**config.mk**
```make
export PLATFORM = sky130hd
export DESIGN_NAME = avl_pio_bank
export DESIGN_NICKNAME = d
export VERILOG_FILES = /design/src/rtl/avl_pio_bank.sv
export SDC_FILE = /design/constraint.sdc
export NUM_CORES = 1
export LEC_CHECK = 0
export BUFFER_PORTS_ARGS = -buffer_cell sky130_fd_sc_hd__buf_2
export CAP_MARGIN = 30
export CORE_MARGIN = 10
export CORE_UTILIZATION = 55
export CTS_BUF_LIST = sky130_fd_sc_hd__clkbuf_16
export DETAILED_ROUTE_END_ITERATION = 7
export PLACE_DENSITY_LB_ADDON = 0.3
export SLEW_MARGIN = 30
export SYNTH_ARGS = -nofsm -noshare
export SYNTH_HDL_FRONTEND = slang
export SYNTH_SLANG_ARGS = --single-unit
export TNS_END_PERCENT = 10
```
**constraint.sdc**
```tcl
create_clock -name clk -period 43.6 [get_ports clk]
set_input_delay 8.72 -clock clk [delete_from_list [all_inputs] [get_ports clk]]
set_output_delay 8.72 -clock clk [all_outputs]
set_load 0.01 [all_outputs]
```
**src/rtl/avl_pio_bank.sv**
```systemverilog
// Multi-channel Avalon-MM PIO bank: per-channel output register, synchronised
// input with edge capture and interrupt mask, and one combined level interrupt.
module avl_pio_bank #(
    parameter int NCH         = 4,
    parameter int DW          = 16,
    parameter int SYNC_STAGES = 2,
    parameter int EDGE_MODE   = 0,
    parameter int AW          = $clog2(NCH) + 2
) (
    input  logic              clk,
    input  logic              reset,
    input  logic [AW-1:0]     avs_address,
    input  logic              avs_read,
    input  logic              avs_write,
    input  logic [31:0]       avs_writedata,
    input  logic [3:0]        avs_byteenable,
    output logic [31:0]       avs_readdata,
    output logic              avs_readdatavalid,
    output logic [1:0]        avs_response,
    output logic              avs_waitrequest,
    input  logic [NCH*DW-1:0] pio_in,
    output logic [NCH*DW-1:0] pio_out,
    output logic              irq
);

    localparam int PINW = NCH * DW;
    localparam int PW   = $clog2(SYNC_STAGES + 2);
    localparam logic [PW-1:0] PRIME_DONE = PW'(SYNC_STAGES + 1);

    localparam logic [1:0] RESP_OKAY   = 2'b00;
    localparam logic [1:0] RESP_SLVERR = 2'b10;

    localparam logic [1:0] REG_OUT  = 2'd0;
    localparam logic [1:0] REG_IN   = 2'd1;
    localparam logic [1:0] REG_EDGE = 2'd2;
    localparam logic [1:0] REG_MASK = 2'd3;

    function automatic logic [PINW-1:0] detect_edge(input logic [PINW-1:0] cur,
                                                    input logic [PINW-1:0] prev);
        case (EDGE_MODE)
            0:       return cur & ~prev;
            1:       return ~cur & prev;
            default: return cur ^ prev;
        endcase
    endfunction

    logic [1:0]      reg_sel;
    logic [31:0]     chan_ext;
    logic            chan_ok;
    logic            wr_acc;
    logic            rd_acc;
    logic [31:0]     be_mask;
    logic [31:0]     wd_m;
    logic [DW-1:0]   wr_bits;
    logic [DW-1:0]   wr_keep;
    logic            unused_wd;
    logic [NCH-1:0]  wsel;

    logic [PINW-1:0] sync_p [SYNC_STAGES];
    logic [PINW-1:0] hist_p;
    logic [PINW-1:0] sync_out;
    logic [PINW-1:0] cap;
    logic [PW-1:0]   prime_cnt;
    logic            prime_done;

    logic [DW-1:0]   out_q  [NCH];
    logic [DW-1:0]   edge_q [NCH];
    logic [DW-1:0]   mask_q [NCH];
    logic [31:0]     rd_word;
    logic            irq_any;

    assign reg_sel  = avs_address[1:0];
    assign chan_ext = 32'(avs_address) >> 2;
    assign chan_ok  = chan_ext < 32'(NCH);

    // A simultaneous read is dropped in favour of the write.
    assign wr_acc = avs_write;
    assign rd_acc = avs_read & ~avs_write;

    assign be_mask = {{8{avs_byteenable[3]}}, {8{avs_byteenable[2]}},
                      {8{avs_byteenable[1]}}, {8{avs_byteenable[0]}}};
    assign wd_m      = avs_writedata & be_mask;
    assign wr_bits   = wd_m[DW-1:0];
    assign wr_keep   = ~be_mask[DW-1:0];
    assign unused_wd = ^wd_m;

    assign avs_waitrequest = 1'b0;

    always_comb begin
        wsel = '0;
        for (int c = 0; c < NCH; c++) begin
            wsel[c] = wr_acc && (chan_ext == 32'(c));
        end
    end

    // Input synchroniser and edge-history stage
    always_ff @(posedge clk or posedge reset) begin
        if (reset) begin
            for (int s = 0; s < SYNC_STAGES; s++) begin
                sync_p[s] <= '0;
            end
            hist_p    <= '0;
            prime_cnt <= '0;
        end else begin
            sync_p[0] <= pio_in;
            for (int s = 1; s < SYNC_STAGES; s++) begin
                sync_p[s] <= sync_p[s-1];
            end
            hist_p <= sync_out;
            if (prime_cnt != PRIME_DONE) begin
                prime_cnt <= prime_cnt + 1'b1;
            end
        end
    end

    assign sync_out   = sync_p[SYNC_STAGES-1];
    assign prime_done = (prime_cnt == PRIME_DONE);
    assign cap        = prime_done ? detect_edge(sync_out, hist_p) : '0;

    // Register file; a capture on the same bit overrides a write-1-to-clear
    always_ff @(posedge clk or posedge reset) begin
        if (reset) begin
            for (int c = 0; c < NCH; c++) begin
                out_q[c]  <= '0;
                edge_q[c] <= '0;
                mask_q[c] <= '0;
            end
        end else begin
            for (int c = 0; c < NCH; c++) begin
                if (wsel[c] && reg_sel == REG_OUT) begin
                    out_q[c] <= (out_q[c] & wr_keep) | wr_bits;
                end
                if (wsel[c] && reg_sel == REG_MASK) begin
                    mask_q[c] <= (mask_q[c] & wr_keep) | wr_bits;
                end
                edge_q[c] <= (edge_q[c] & ~({DW{wsel[c] && reg_sel == REG_EDGE}} & wr_bits))
                             | cap[c*DW +: DW];
            end
        end
    end

    always_comb begin
        rd_word = '0;
        for (int c = 0; c < NCH; c++) begin
            if (chan_ext == 32'(c)) begin
                case (reg_sel)
                    REG_OUT:  rd_word = 32'(out_q[c]);
                    REG_IN:   rd_word = 32'(sync_out[c*DW +: DW]);
                    REG_EDGE: rd_word = 32'(edge_q[c]);
                    default:  rd_word = 32'(mask_q[c]);
                endcase
            end
        end
    end

    // Response stage, one cycle behind the accepted request
    always_ff @(posedge clk or posedge reset) begin
        if (reset) begin
            avs_readdatavalid <= 1'b0;
            avs_readdata      <= '0;
            avs_response      <= RESP_OKAY;
        end else begin
            avs_readdatavalid <= rd_acc;
            avs_readdata      <= rd_acc ? rd_word : '0;
            if ((rd_acc || wr_acc) && !chan_ok) begin
                avs_response <= RESP_SLVERR;
            end else begin
                avs_response <= RESP_OKAY;
            end
        end
    end

    always_comb begin
        irq_any = 1'b0;
        for (int c = 0; c < NCH; c++) begin
            irq_any = irq_any | (|(edge_q[c] & mask_q[c]));
        end
    end

    assign irq = irq_any;

    for (genvar c = 0; c < NCH; c++) begin : g_out
        assign pio_out[c*DW +: DW] = out_q[c];
    end

endmodule

```
==> out/results.txt, run 1 <==
clk buf depth = 3
top-area cell type share of the netlist area = 0.648
postcts setup bufs = 0
Post-synth EDFFs = 0
largest family of logic cells by synthesized area = multiplexers
Skew-Pair Late Insertion Delay = 540 ps
total number of vias = 10.2k
Cell variety after synth = 49
htree depth = 2
Post-synth ARST share = 1.00
Worst-Margin Slew = 1010 ps
cells after synthesis = 1,088
final core utilization = 0.644
post-place setup slack = 32,080 ps
TritonCTS Buffers = 41
Main synth FF type = dfrtp_1
Placed Area = 16,700 um^2
die area = 35,400 um^2
part of the power in registers = 0.501
Static Leak = 8.19 nW
Gate power share = 0.115
row count = 61
Startpoint Class = flip-flop
RSZ-0062 raised after global routing = no
Final Worst Setup Slack = 32,230 ps
crit path time final = 11,370 ps
Overflow after GRT = 0
most numerous cell in the Yosys netlist = dfrtp_1
IO Count = 209
max-slew violation count = 0
vias in the first global route = 10.9k
Power per Cell Area = 48.4 nW/um^2
Clk pwr share = 0.383
Yosys top cell by area = dfrtp_1
relative slew slack = 0.324
Synth area leaders = dfrtp_1 65%, mux2_1 12%, mux4_2 4.1%
setup TNS = 0 ps
Net Sw Frac = 0.259
first-pass GRT wire length = 65,100 um
routed vias/inst = 6.08
layout cell share with drive strength beyond 1 = 0.226
Hold/Removal Path Class = reg2reg
Die Wd = 188 um
clk slew on worst S/H paths = 60 ps
XOR/XNOR Fraction of Synth Area = 0.000563
antenna viol nets, final = 0
Final Skew = 13.8 ps
residual DRC count = 0
WL/cell = 25.2 um
Crit Path Class = reg2out
core area = 27,900 um^2
nets@finish = 1,373
global placement routability congestion = 0.891
Port-buffer cells = 171
Post-Synth Adder-Cell Area = 0.000804
CTS resizes = 0
Tot GR Track Use = 0.236
final instance area = 18,000 um^2
Die Span Y = 188 um
sw power = 0.000225 W
antenna violations before repair = 1
Int Pwr = 0.000644 W
CTS tree = done
post-synthesis register bit count = 403
synth cell count leaders = 403 x dfrtp_1, 170 x mux2_1, 121 x o21ai_1, 89 x nand2_1, 28 x mux4_2
outcome = complete, no violations
synthesis-to-layout area growth = 15.4%
Seq/Total Area, Yosys = 0.648
largest net degree at the start of global routing = 118
final worst-path cycle share = 0.261
CTS hold repair buffers = 0
Compound-Gate Fraction of Synth Area = 0.0939
Syn Area/Cell = 14.3 um^2
yosys warns = 0
Worst EP arrival = 2650 ps
Root Driver = clkbuf_16
post-synthesis simple-gate area fraction = 0.0585
mux cell area share after synthesis = 0.173
Max-Cap Viols = 0
fmax = 88.0 MHz
initial drt markers = 1,018
count of final hold-check violations = 0
Worst Path Required = 34,880 ps
CTS Sinks = 403
Max VDD drop = 0.0364 mV
final setup violation count = 0
mapped cell area = 15,600 um^2
fillers = 2,062
worst-path maximum fanout = 3
Starting Density = 0.559
Initial DRT Pass Iterations = 5
CP Capture Type = output pin
DP HPWL = 28,300 um
final wirelength = 42,200 um
[layout by cell type, fill, tap and decap left out, types with 6 or more instances in the layout]
cell type	Yosys	final
and3_1	8	8
nand3_2	8	8
nor3_1	9	9
nor2_1	9	9
conb_1	1	19
buf_2	14	170
mux2i_1	11	11
clkinv_1	1	6
clkbuf_16	0	41
a221oi_1	16	16
buf_4	22	9
nand3b_1	10	10
o21ai_0	7	7
inv_1	2	13
a22o_1	16	16
mux4_2	28	28
o21ai_1	121	121
nand2_1	89	89
mux2_1	170	170
dfrtp_1	403	403
nor2_4	9	9
o22ai_1	15	15
clkinv_2	0	7
o221ai_1	22	22
nor2b_1	12	12
[cell type report]
type / instances / area (um^2) / area share
diodes: 1 / 2.50 / 0.000139
clock buffers: 41 / 1030 / 0.0571
clock inverters: 32 / 248 / 0.0138
inverters: 4 / 22.5 / 0.00125
multi-input cells: 633 / 5160 / 0.287
flip-flops and latches: 403 / 10100 / 0.562
well taps: 378 / 473 / 0.0263
repair buffers: 181 / 941 / 0.0524
[stage by stage]
| step | std cells | hold slack (ps) | total power [W] |
|---|---|---|---|
| after floorplan | 1106 | 331 | 0.000497 |
| after global placement | 1599 | 334 | 0.000537 |
| after detailed placement | 1599 | 335 | 0.000541 |
| after CTS | 1672 | 346 | 0.000874 |
| after global routing | 1673 | 341 | 0.000903 |
| final | 1673 | 342 | 0.000869 |
[routing by layer]
metal  track usage  vias to the layer above  wire, um
met2         0.370                      505     20000
met4        0.0883                        0      1440
met1         0.309                     5237     16800
met3        0.0670                      114      4030
met5             0                        -         0
li1              -                     4315         -
[logic make-up after synthesis]
group	count (synthesis)
AOI/OAI and AO/OA	229
and+or+nand+nor	171
xor gates and xnor gates	1
muxes	212
other	1
buffers and inverters	70
adders and majority gates	1
DFF	403
[power groups by stage]
stage	clock (W)	combinational (W)	sequential [W]
finish	0.000333	0.000100	0.000435
CTS	0.000338	0.000101	0.000435
detailed placement	0	0.000100	0.000441
global placement	0	0.0000977	0.000439
floorplan	0	0.0000588	0.000438
global route	0.000354	0.000110	0.000439
[worst paths after layout]
| path | startpoint | to | slack [ps] | cells past startpoint |
|---|---|---|---|---|
| hold / removal | sync_p[85]$_DFF_PP0_ | sync_out[21]$_DFF_PP0_ | 340 | 0 |
| hold reg to reg | sync_p[85]$_DFF_PP0_ | sync_out[21]$_DFF_PP0_ | 340 | 0 |
| max in group asynchronous | reset | sync_p[76]$_DFF_PP0_ | 33330 | 4 |
| setup reg to reg | prime_cnt[0]$_DFFE_PP0N_ | prime_cnt[1]$_DFFE_PP0N_ | 41600 | 3 |
| setup / recovery | edge_q[25]$_DFF_PP0_ | irq | 32230 | 5 |
| min in group asynchronous | reset | hist_p[1]$_DFF_PP0_ | 8320 | 2 |
[worst max-delay path: stages (launching register included)]
cell	delay (ps)
dfrtp_1	420
a22o_1	220
a221oi_1	420
nand4_1	210
or4_1	640
buf_2	190
No activity file was read; power rests on OpenSTA's default activity.
==> run 2, diff against run 1 <==
--- a/config.mk
+++ b/config.mk
@@ -5,10 +5,11 @@
 export SDC_FILE = /design/constraint.sdc
 export NUM_CORES = 1
 export LEC_CHECK = 0
+export ABC_AREA = 1
 export BUFFER_PORTS_ARGS = -buffer_cell sky130_fd_sc_hd__buf_2
 export CAP_MARGIN = 30
 export CORE_MARGIN = 10
-export CORE_UTILIZATION = 55
+export CORE_UTILIZATION = 52
 export CTS_BUF_LIST = sky130_fd_sc_hd__clkbuf_16
 export DETAILED_ROUTE_END_ITERATION = 7
 export PLACE_DENSITY_LB_ADDON = 0.3
==> constraint.sdc (replaced) <==
create_clock -name clk -period 9.55 [get_ports clk]
set_input_delay 1.91 -clock clk [delete_from_list [all_inputs] [get_ports clk]]
set_output_delay 1.91 -clock clk [all_outputs]
set_load 0.01 [all_outputs]
==> run 2 against run 1 <==
Net effect:
- the flow now finishes with violations (design-rule violations)
- clock-buffer cell count unchanged
- via count rose by 24%
- worst hold slack got worse by 1.6 ps
- critical path depth up 2
- core utilization decreased by 4.0 points
- sequential power increased to 4.6 times the previous value
- synthesized cell count rose by 64%
- final cell count increased by 41%
- die area is 7.6% higher
- register-to-register slack lost 34000 ps
- final area rose by 2.4%
- routed wire length up 10%
- largest cell class unchanged
==> out/results.txt, run 2 <==
Initial DRT Pass Iterations = 8 (was 5)
Antenna diodes = 0 (was 1)
postcts setup bufs = 0 (unchanged)
Static Leak = 9.13 nW (was 8.19 nW)
final worst-path cycle share = 0.482
CTS Sinks = 403 (unchanged)
Hold/Removal Path Class = reg2reg (unchanged)
die area = 38,100 um^2 (was 35,400 um^2)
vias in the first global route = 11.8k (was 10.9k)
Post-Place Cells = 2,280 (was 1,599)
TritonCTS Buffers = 40 (was 41)
htree depth = 2 (unchanged)
Skew-Pair Late Insertion Delay = 540 ps (about the same)
storage element area = 10,100 um^2 (unchanged)
antenna violations before repair = 2 (was 1)
setup TNS = 0 ps (unchanged)
relative slew slack = 0.361 (was 0.324)
count of final hold-check violations = 0 (unchanged)
mapped cell area = 16,000 um^2 (was 15,600 um^2)
CP Capture Type = flip-flop (was output pin)
residual DRC count = 3 (was 0)
Die Wd = 195 um (was 188 um)
Post-synth EDFFs = 0 (unchanged)
Worst Path Required = 9950 ps (was 34,880 ps)
crit path time final = 4610 ps
CTS resizes = 0 (unchanged)
Placed Area = 17,000 um^2 (was 16,700 um^2)
Worst path slowest cell = inv_2 (was or4_1)
IO Count = 209 (unchanged)
RSZ-0062 raised after global routing = no (unchanged)
Crit Path Class = in2reg (was reg2out)
initial drt markers = 1,558 (was 1,018)
fmax = 217 MHz
Cell variety after synth = 21 (was 49)
final instance area = 18,400 um^2 (was 18,000 um^2)
WL/cell = 19.7 um (was 25.2 um)
final wirelength = 46,400 um (was 42,200 um)
Seq/Total Area, Yosys = 0.632 (was 0.648)
row count = 64 (was 61)
Synth area leaders = dfrtp_1 63%, nand2_1 13%, o21ai_1 6.0% (was dfrtp_1 65%, mux2_1 12%, mux4_2 4.1%)
CTS tree = done (unchanged)
antenna viol nets, final = 0 (unchanged)
core area = 30,400 um^2 (was 27,900 um^2)
Power per Cell Area = 223 nW/um^2 (was 48.4 nW/um^2)
Worst EP arrival = 5010 ps (was 2650 ps)
layout cell share with drive strength beyond 1 = 0.132 (was 0.226)
clk buf depth = 3 (unchanged)
yosys warns = 0 (unchanged)
outcome = finished with violations (was complete, no violations)
Max-Cap Viols = 0 (unchanged)
top-area cell type share of the netlist area = 0.632 (was 0.648)
largest net degree at the start of global routing = 170 (was 118)
Port-buffer cells = 171 (unchanged)
Starting Density = 0.525 (was 0.559)
post-synthesis register bit count = 403 (unchanged)
post-place setup slack = 4370 ps (was 32,080 ps)
fillers = 2,681 (was 2,062)
global placement routability congestion = 0.975 (was 0.891)
max-slew violation count = 0 (unchanged)
Root Driver = clkbuf_16 (unchanged)
multi-input logic area = 5030 um^2 (was 5160 um^2)
Max stage delay on crit path = 820 ps (was 640 ps)
critical path's top delay family = buffers and inverters (was simple AND/OR/NAND/NOR gates)
Final Skew = 15.0 ps (was 13.8 ps)
most frequent cells in the layout = 560 x nand2_1, 403 x dfrtp_1, 192 x o21ai_1, 171 x buf_2, 164 x nor2_1 (was 403 x dfrtp_1, 170 x mux2_1, 170 x buf_2, 121 x o21ai_1, 89 x nand2_1)
Overflow after GRT = 0 (unchanged)
Final Worst Setup Slack = 4940 ps (was 32,230 ps)
final setup violation count = 0 (unchanged)
Non-Filler Instances = 2,354 (was 1,673)
DP HPWL = 32,800 um (was 28,300 um)
Syn Area/Cell = 8.97 um^2 (was 14.3 um^2)
synth cell count leaders = 561 x nand2_1, 403 x dfrtp_1, 192 x o21ai_1, 164 x nor2_1, 132 x nand3_1 (was 403 x dfrtp_1, 170 x mux2_1, 121 x o21ai_1, 89 x nand2_1, 28 x mux4_2)
Tot GR Track Use = 0.240 (was 0.236)
clk slew on worst S/H paths = 60 ps (about the same)
Main synth FF type = dfrtp_1 (unchanged)
routed vias/inst = 5.37 (was 6.08)
failing checks = design-rule violations
Crit path buffers/inverters = 3 (was 1)
Worst-Margin Slew = 957 ps (was 1010 ps)
CTS hold repair buffers = 0 (unchanged)
worst-path maximum fanout = 68 (was 3)
critical-path cell list = buf_2 > buf_4 > nand2_1 > inv_2 > nand3_1 > nand2_1 > o21ai_1 (was a22o_1 > a221oi_1 > nand4_1 > or4_1 > buf_2)
synthesis-to-layout area growth = 15.2% (was 15.4%)
most common cell after layout, fill and taps aside = nand2_1 (was dfrtp_1)
Startpoint Class = primary input (was flip-flop)
Yosys top cell by area = dfrtp_1 (unchanged)
most numerous cell in the Yosys netlist = nand2_1 (was dfrtp_1)
nets@finish = 2,035 (was 1,373)
cells after synthesis = 1,780 (was 1,088)
Die Span Y = 195 um (was 188 um)
total number of vias = 12.6k (was 10.2k)
Post-synth ARST share = 1.00 (unchanged)
Max VDD drop = 0.124 mV (was 0.0364 mV)
cell mode on critical path = nand2_1
first-pass GRT wire length = 71,500 um (was 65,100 um)
==> run 2: metal layers <==
| metal | wire length, um | global-route usage | vias to the layer above |
|---|---|---|---|
| met5 | 27 | 0 | - |
| met4 | 1350 | 0.0769 | 4 |
| met1 | 21300 | 0.380 | 5880 |
| met2 | 17700 | 0.300 | 717 |
| met3 | 6080 | 0.0718 | 103 |
| li1 | - | - | 5935 |
==> run 2: stage by stage <==
stage,utilization,hold slack [ps],total power (W)
finish,0.604,341,0.00411
global route,0.604,352,0.00428
CTS,0.604,344,0.00413
detailed placement,0.559,335,0.00249
global placement,0.559,332,0.00247
floorplan,-,331,0.00228
==> run 2: path summary, 6_finish.rpt <==
kind,from,to,slack [ps],cells after the start
max reg2reg,prime_cnt[0]$_DFFE_PP0N_,edge_q[20]$_DFF_PP0_,8010,4
min,sync_p[112]$_DFF_PP0_,sync_out[48]$_DFF_PP0_,340,0
max in group asynchronous,reset,async pin,6610,4
min reg2reg,sync_p[112]$_DFF_PP0_,sync_out[48]$_DFF_PP0_,340,0
min in group asynchronous,reset,hist_p[53]$_DFF_PP0_,1630,3
max,avs_address[1],flip-flop,4940,7
==> run 2: layout make-up <==
class,count,area share
inverters,121,0.0249
flip-flops and latches,403,0.548
well taps,396,0.0269
clock inverters,33,0.0189
multi-input cells,1181,0.274
repair buffers,179,0.0511
clock buffers,41,0.0558
==> run 2: kinds of logic (layout without fill, tap and decap cells) <==
kind of cell	Yosys count	after routing	synth area share
AOI/OAI and AO/OA	282	282	0.0890
DFF	403	403	0.632
adders and majority gates	1	1	0.000784
xor gates and xnor gates	1	1	0.000549
other	1	19	0.000235
buffers and inverters	214	374	0.0572
and+or+nand+nor	878	878	0.220
==> run 2: power breakdown <==
part           switching, W  leakage [nW]  internal, W
combinational      0.000312          3.73     0.000167
sequential         0.000133          4.71      0.00186
clock              0.000663         0.684     0.000975
total               0.00111          9.13      0.00300
